<file path="config.mk">
export PLATFORM = sky130hd
export DESIGN_NAME = serial_sub_flat
export DESIGN_NICKNAME = d
export VERILOG_FILES = /design/src/rtl/serial_sub_pkg.sv /design/src/rtl/serial_sub_if.sv /design/src/rtl/serial_sub_full_sub.sv /design/src/rtl/serial_sub.sv /design/src/flat_wrapper.sv
export SDC_FILE = /design/constraint.sdc
export NUM_CORES = 1
export LEC_CHECK = 0
export CELL_PAD_IN_SITES_DETAIL_PLACEMENT = 0
export CELL_PAD_IN_SITES_GLOBAL_PLACEMENT = 1
export CORE_ASPECT_RATIO = 0.7
export CORE_MARGIN = 1
export CORE_UTILIZATION = 42
export CTS_CLUSTER_SIZE = 25
export DETAILED_ROUTE_END_ITERATION = 16
export GPL_TIMING_DRIVEN = 0
export HOLD_SLACK_MARGIN = 0.08
export PLACE_DENSITY = 0.9
export SLEW_MARGIN = 20
export SYNTH_ARGS = -nofsm -noshare
export SYNTH_HDL_FRONTEND = slang
export SYNTH_SLANG_ARGS = --single-unit
</file>
<file path="constraint.sdc">
create_clock -name clk -period 2.15 [get_ports clk]
set_clock_uncertainty 0.15 [all_clocks]
set_input_delay 0.43 -clock clk [delete_from_list [all_inputs] [get_ports clk]]
set_output_delay 0.43 -clock clk [all_outputs]
set_load 0.03 [all_outputs]
</file>
<file path="src/rtl/serial_sub_pkg.sv">
// Shared types and helpers for the bit-serial subtractor.
package serial_sub_pkg;

  typedef enum logic [1:0] {
    IDLE = 2'd0,
    RUN  = 2'd1,
    DONE = 2'd2
  } state_t;

  // Plain vectors keep the FSM register a simple logic bus for older flows.
  localparam logic [1:0] ST_IDLE = 2'd0;
  localparam logic [1:0] ST_RUN  = 2'd1;
  localparam logic [1:0] ST_DONE = 2'd2;

  // Signed overflow of a - b from the operand sign bits and the result sign bit.
  function automatic logic sub_ovf(input logic a_msb, input logic b_msb, input logic d_msb);
    return (a_msb ^ b_msb) & (a_msb ^ d_msb);
  endfunction

endpackage

</file>
<file path="src/rtl/serial_sub_if.sv">
// Operand and result handshake bundle for serial_sub; ovf exists only with SERIAL_SUB_OVF_EN.
interface serial_sub_if #(
  parameter int WIDTH = 8
);

  logic             in_valid;
  logic             in_ready;
  logic [WIDTH-1:0] a;
  logic [WIDTH-1:0] b;
  logic             out_valid;
  logic             out_ready;
  logic [WIDTH-1:0] diff;
  logic             borrow;
`ifdef SERIAL_SUB_OVF_EN
  logic             ovf;
`endif

  modport master (
    output in_valid,
    output a,
    output b,
    output out_ready,
    input  in_ready,
    input  out_valid,
    input  diff,
`ifdef SERIAL_SUB_OVF_EN
    input  ovf,
`endif
    input  borrow
  );

  modport slave (
    input  in_valid,
    input  a,
    input  b,
    input  out_ready,
    output in_ready,
    output out_valid,
    output diff,
`ifdef SERIAL_SUB_OVF_EN
    output ovf,
`endif
    output borrow
  );

endinterface

</file>
<file path="src/rtl/serial_sub_full_sub.sv">
// One-bit full subtractor cell: d = x - y - bin, bout set when the bit borrows.
module full_sub (
  input  logic x,
  input  logic y,
  input  logic bin,
  output logic d,
  output logic bout
);

  assign d    = x ^ y ^ bin;
  assign bout = (~x & y) | (~(x ^ y) & bin);

endmodule

</file>
<file path="src/rtl/serial_sub.sv">
// Bit-serial a - b, LSB first: result valid WIDTH cycles after accept, held stable until out_ready.
// Optional signed overflow flag with SERIAL_SUB_OVF_EN; only one operand in flight, in_ready only in IDLE.
module serial_sub
  import serial_sub_pkg::*;
#(
  parameter int WIDTH = 8
) (
  input  logic         clk,
  input  logic         rst_n,
  serial_sub_if.slave  bus
);

  localparam int CW = (WIDTH > 1) ? $clog2(WIDTH) : 1;
  localparam logic [CW-1:0] CNT_LAST = CW'(WIDTH - 1);

  logic [1:0]       state_q, state_d;
  logic [CW-1:0]    cnt_q, cnt_d;
  logic [WIDTH-1:0] sa_q, sa_d;
  logic [WIDTH-1:0] sb_q, sb_d;
  logic [WIDTH-1:0] sd_q, sd_d;
  logic             br_q, br_d;
  logic             cell_d;
  logic             cell_bout;
  logic             accept;
  logic             last_bit;

  assign accept   = bus.in_valid & bus.in_ready;
  assign last_bit = (cnt_q == CNT_LAST);

  full_sub u_cell (
    .x    (sa_q[0]),
    .y    (sb_q[0]),
    .bin  (br_q),
    .d    (cell_d),
    .bout (cell_bout)
  );

  always_comb begin
    state_d = state_q;
    cnt_d   = cnt_q;
    sa_d    = sa_q;
    sb_d    = sb_q;
    sd_d    = sd_q;
    br_d    = br_q;
    case (state_q)
      ST_IDLE: begin
        if (accept) begin
          sa_d    = bus.a;
          sb_d    = bus.b;
          sd_d    = '0;
          br_d    = 1'b0;
          cnt_d   = '0;
          state_d = ST_RUN;
        end
      end
      ST_RUN: begin
        sa_d = sa_q >> 1;
        sb_d = sb_q >> 1;
        // Difference bits enter at the MSB so the LSB lands at bit 0 after WIDTH shifts.
        sd_d = sd_q >> 1;
        sd_d[WIDTH-1] = cell_d;
        br_d = cell_bout;
        if (last_bit) begin
          cnt_d   = '0;
          state_d = ST_DONE;
        end else begin
          cnt_d = cnt_q + CW'(1);
        end
      end
      ST_DONE: begin
        if (bus.out_ready) begin
          state_d = ST_IDLE;
        end
      end
      default: state_d = ST_IDLE;
    endcase
  end

  always_ff @(posedge clk or negedge rst_n) begin
    if (!rst_n) begin
      state_q <= ST_IDLE;
      cnt_q   <= '0;
      sa_q    <= '0;
      sb_q    <= '0;
      sd_q    <= '0;
      br_q    <= 1'b0;
    end else begin
      state_q <= state_d;
      cnt_q   <= cnt_d;
      sa_q    <= sa_d;
      sb_q    <= sb_d;
      sd_q    <= sd_d;
      br_q    <= br_d;
    end
  end

  assign bus.in_ready  = (state_q == ST_IDLE);
  assign bus.out_valid = (state_q == ST_DONE);
  assign bus.diff      = sd_q;
  assign bus.borrow    = br_q;

`ifdef SERIAL_SUB_OVF_EN
  logic am_q, am_d;
  logic bm_q, bm_d;
  logic ovf_q, ovf_d;

  always_comb begin
    am_d  = am_q;
    bm_d  = bm_q;
    ovf_d = ovf_q;
    if (state_q == ST_IDLE && accept) begin
      am_d  = bus.a[WIDTH-1];
      bm_d  = bus.b[WIDTH-1];
      ovf_d = 1'b0;
    end else if (state_q == ST_RUN && last_bit) begin
      // The final cell output is the result sign bit, so ovf settles on the same edge as diff.
      ovf_d = sub_ovf(am_q, bm_q, cell_d);
    end
  end

  always_ff @(posedge clk or negedge rst_n) begin
    if (!rst_n) begin
      am_q  <= 1'b0;
      bm_q  <= 1'b0;
      ovf_q <= 1'b0;
    end else begin
      am_q  <= am_d;
      bm_q  <= bm_d;
      ovf_q <= ovf_d;
    end
  end

  assign bus.ovf = ovf_q;
`endif

  a_ready_valid_excl : assert property (@(posedge clk) disable iff (!rst_n)
    !(bus.in_ready && bus.out_valid));

  a_hold_result : assert property (@(posedge clk) disable iff (!rst_n)
    (bus.out_valid && !bus.out_ready) |=> (bus.out_valid && $stable(bus.diff) && $stable(bus.borrow)));

  a_state_legal : assert property (@(posedge clk) disable iff (!rst_n)
    (state_q == ST_IDLE) || (state_q == ST_RUN) || (state_q == ST_DONE));

endmodule

</file>
<file path="src/flat_wrapper.sv">
// flat-port wrapper written by rule: the top's interface ports become plain ports
module serial_sub_flat import serial_sub_pkg::*;
#(
  parameter int WIDTH = 8
)
  (clk, rst_n, bus_in_valid, bus_a, bus_b, bus_out_ready, bus_in_ready, bus_out_valid, bus_diff, bus_borrow);
  serial_sub_if #(.WIDTH(WIDTH)) bus_i ();
  input  logic clk;
  input  logic rst_n;
  input wire logic [$bits(bus_i.in_valid)-1:0] bus_in_valid;
  input wire logic [$bits(bus_i.a)-1:0] bus_a;
  input wire logic [$bits(bus_i.b)-1:0] bus_b;
  input wire logic [$bits(bus_i.out_ready)-1:0] bus_out_ready;
  output wire logic [$bits(bus_i.in_ready)-1:0] bus_in_ready;
  output wire logic [$bits(bus_i.out_valid)-1:0] bus_out_valid;
  output wire logic [$bits(bus_i.diff)-1:0] bus_diff;
  output wire logic [$bits(bus_i.borrow)-1:0] bus_borrow;
  assign bus_i.in_valid = bus_in_valid;
  assign bus_i.a = bus_a;
  assign bus_i.b = bus_b;
  assign bus_i.out_ready = bus_out_ready;
  assign bus_in_ready = bus_i.in_ready;
  assign bus_out_valid = bus_i.out_valid;
  assign bus_diff = bus_i.diff;
  assign bus_borrow = bus_i.borrow;
  serial_sub #(.WIDTH(WIDTH)) u_core (.clk(clk), .rst_n(rst_n), .bus(bus_i));
endmodule
</file>
==> results by group <==
Routing
  – Drt drc: 0
  – Routed Antenna Nets: 0
  – Drt wl/cell: between 15 and 20 um
  – Routed WL: 3.16 mm
  – Vias per cell: approximately 5.4
  – Vias: 1092
  – Starting DRT DRC Count: 108
  – Pre-antenna DRT Iters: 4

Worst setup path
  – Top Family by Delay on Critical Path: buffers and inverters
  – R2R Setup Slk: 0.70 ns
  – Reg2reg path depth: 4
  – CP Capture Type: output port
  – FF-to-FF Start: u_core.state_q[0]
  – R2r endpoint: u_core.sb_q[5]
  – Critical Path, Cell by Cell: buf_6 -> nor2b_1 -> dlygate4sd2_1
  – Critical Path RT: roughly 1.6 ns
  – WP buf/inv: 2
  – Crit path max fanout: 10
  – Worst path max stage delay: 0.43 ns
  – Crit path kind: reg2out
  – CP startpoint kind: flip-flop
  – CP arrival: 1.44 ns
  – Worst path slowest cell: dlygate4sd2_1

GRT
  – Met2 GRT Util: around 29%
  – First-pass GRT wire length: 5.24 mm
  – GRT Total Usage: around 20%
  – Met3 GRT Util: slightly below 8%
  – Initial antenna violation count: 0
  – Largest net degree at the start of global routing: 31
  – Met1 Use GR: 26.6%
  – Most Used Layer, Global Route: met2
  – Grt ovf: 0
  – Number of global-route vias before repair: roughly 1100

Synth
  – Yosys reg bits: 30
  – Fraction of registers with async set/reset: 100%
  – Avg Cell Area, Syn: 12.1 um^2
  – Syn nets: about 140
  – Synth Instances: 120
  – Cell taking the most area after synthesis: dfrtp_1
  – Seq/Total Area, Yosys: 51.7%
  – Synth top area share: 51.7%
  – Synthesis warning total: 0
  – Post-synth EDFFs: 0
  – Largest cells by area after synthesis: dfrtp_1 52%, a22o_1 7.8%, a222oi_1 4.8%
  – Main synth FF type: dfrtp_1
  – Synth cell types: 24
  – Post-Syn Area: about 0.0015 mm^2

CTS
  – Clock Tree Buf Depth: 2
  – TritonCTS clock tree: built
  – Num CTS Buffers: 5
  – CTS root buffer: clkbuf_8
  – Number of clock sinks: 30
  – Later-pin clock latency in the skew report: 0.28 ns
  – H-Tree Depth: 2
  – Clock transition at path regs: 0.06 ns

Timing
  – Max Clk Rate: 495 MHz
  – Unrepaired setup endpoints after global routing: no
  – Endpoints failing hold: 0
  – Min Clock Period, post-route: 2.02 ns
  – Finish-stage setup viols: 0
  – Setup TNS: 0 ns
  – Final WS setup: 0.130 ns
  – Max-Slew Margin vs Limit: a little under three fifths
  – Fin. max-slew vios: 0
  – Least-Margin Pin Slew: about 0.67 ns
  – Part of the cycle the worst path needs: 93.9%

Placed design
  – Port Buf Inserts: 29
  – Final GP Congestion: 0.768
  – Final HPWL DP: 2.10 mm
  – Worst slack at placement: -0.0860 ns
  – DP Area: 0.00180 mm^2

Floorplanning
  – Starting Density: 45.2%
  – Die Y: ~51 um
  – I/O Pins: 31
  – Core box area: between 0.003 and 0.004 mm^2
  – Die area: 0.00370 mm^2
  – Row cnt: 17
  – Die Span X: 72.3 um

Layout
  – P&R area growth vs syn: 29.6%
  – Fillers: 276
  – Finished Cell Area: 0.00188 mm^2
  – N_diodes: 0
  – Layout cells sized above 1: 14.6%
  – Finished Core Util: 58.6%
  – Final nets: 180

Hold path
  – Hold path cells: 1
  – Hold Startpoint: u_core.bus.diff[0]
  – Hold endpoint: u_core.bus.diff[0]
  – Type of the worst min-delay path: reg2reg

Power
  – Peak supply drop: 662 uV
  – PD cells: ~1400 mW/mm^2
  – P_leak: 0.836 nW

Flow run
  – Max-cap viol count: 0

Outcome
  – Status: finished clean
-- report_power, final --
part           leakage [nW]  switching (mW)  total [mW]  internal [mW]
logic                 0.431           0.693        1.31          0.618
registers             0.367           0.156       0.982          0.826
clock network        0.0383           0.197       0.420          0.222
total                 0.836            1.05        2.71           1.67
-- routing by layer --
layer | up-vias | wire, um
met3 | 2 | 168
met2 | 32 | 1430
li1 | 510 | -
met1 | 548 | 1550
met4 | 0 | 16
met5 | - | 0
-- cell families (layout without fill, tap and decap cells) --
| logic type | count (synthesis) | in the layout | share of synthesized area [%] |
|---|---|---|---|
| fa+ha+maj | 3 | 3 | 3.10 |
| compound gates | 31 | 31 | 20.7 |
| buf+inv | 27 | 64 | 10.2 |
| flops | 30 | 30 | 51.7 |
| simple gates | 29 | 29 | 14.3 |
-- registers in the layout (all words and copies together), names as in the netlist --
register	cells
u_core.bus.diff	8
u_core.sa_q	8
u_core.sb_q	8
u_core.cnt_q	3
u_core.state_q	2
u_core.bus.borrow	1
-- cell type report --
class / count / area, um^2 / area share [%]
Tap cell: 47 / 58.8 / 3.13
Inverter: 17 / 63.8 / 3.39
Buffer: 10 / 83.8 / 4.46
Timing Repair Buffer: 30 / 289 / 15.4
Sequential cell: 30 / 751 / 39.9
Clock buffer: 7 / 76.3 / 4.06
Multi-Input combinational cell: 63 / 558 / 29.7
-- what timing repair did --
action | in CTS | in global routing
buffers inserted | 0 | 0
setup endpoints to repair | 2 | 1
endpoints found under the hold margin | 30 | 0
gates resized for setup | 3 | 2
hold buffers | 1 | 0
-- cell usage after synthesis, types with 2 or more instances --
master and count:
nor4b_1 7, a211oi_1 3, nor2b_1 8, a211oi_2 4, nor3b_1 8, nand2b_1 2
buf_6 5, a22o_1 13, a222oi_1 7, ha_1 2, dfrtp_1 30, inv_1 17
buf_2 3
-- worst max path at each step --
| stage | from | end | slack, ns | cells after the start |
|---|---|---|---|---|
| final | u_core.state_q[0] | bus_out_valid | 0.13 | 3 |
| after detailed placement | u_core.state_q[0] | bus_in_ready | -0.09 | 3 |
| after CTS | u_core.state_q[0] | bus_in_ready | 0.04 | 3 |
| after global routing | u_core.state_q[0] | bus_out_valid | 0.05 | 3 |
| after floorplan | u_core.state_q[0] | bus_out_valid | 0.55 | 2 |
| after global placement | u_core.state_q[0] | bus_in_ready | -0.06 | 3 |
-- cell usage in the layout, fill, tap and decap left out, types with 2 or more instances in the layout --
cell             instances
dfrtp_1                 30
clkdlybuf4s50_1         26
inv_1                   17
a22o_1                  13
nor2b_1                  8
nor3b_1                  8
a222oi_1                 7
nor4b_1                  7
buf_6                    5
clkbuf_8                 5
buf_2                    4
a211oi_2                 4
a211oi_1                 3
nand2b_1                 2
clkbuf_2                 2
ha_1                     2
clkbuf_1                 2
-- worst reg2reg max path: cells and delay by family (launching register included) --
family                 cells  cell delay, ns
DFF                        1            0.42
and+or+nand+nor            1            0.35
buffers and inverters      2            0.33
AOI/OAI and AO/OA          1            0.08
-- metrics by stage --
stage / cells / total power, mW / hold WS, ns
finish: 204 / 2.71 / 0.358
global route: 204 / 2.91 / 0.361
CTS: 204 / 2.74 / 0.353
detailed placement: 196 / 2.30 / 0.340
global placement: 196 / 2.24 / 0.329
floorplan: 120 / 1.89 / -0.0156
No activity file was read; power rests on OpenSTA's default activity.
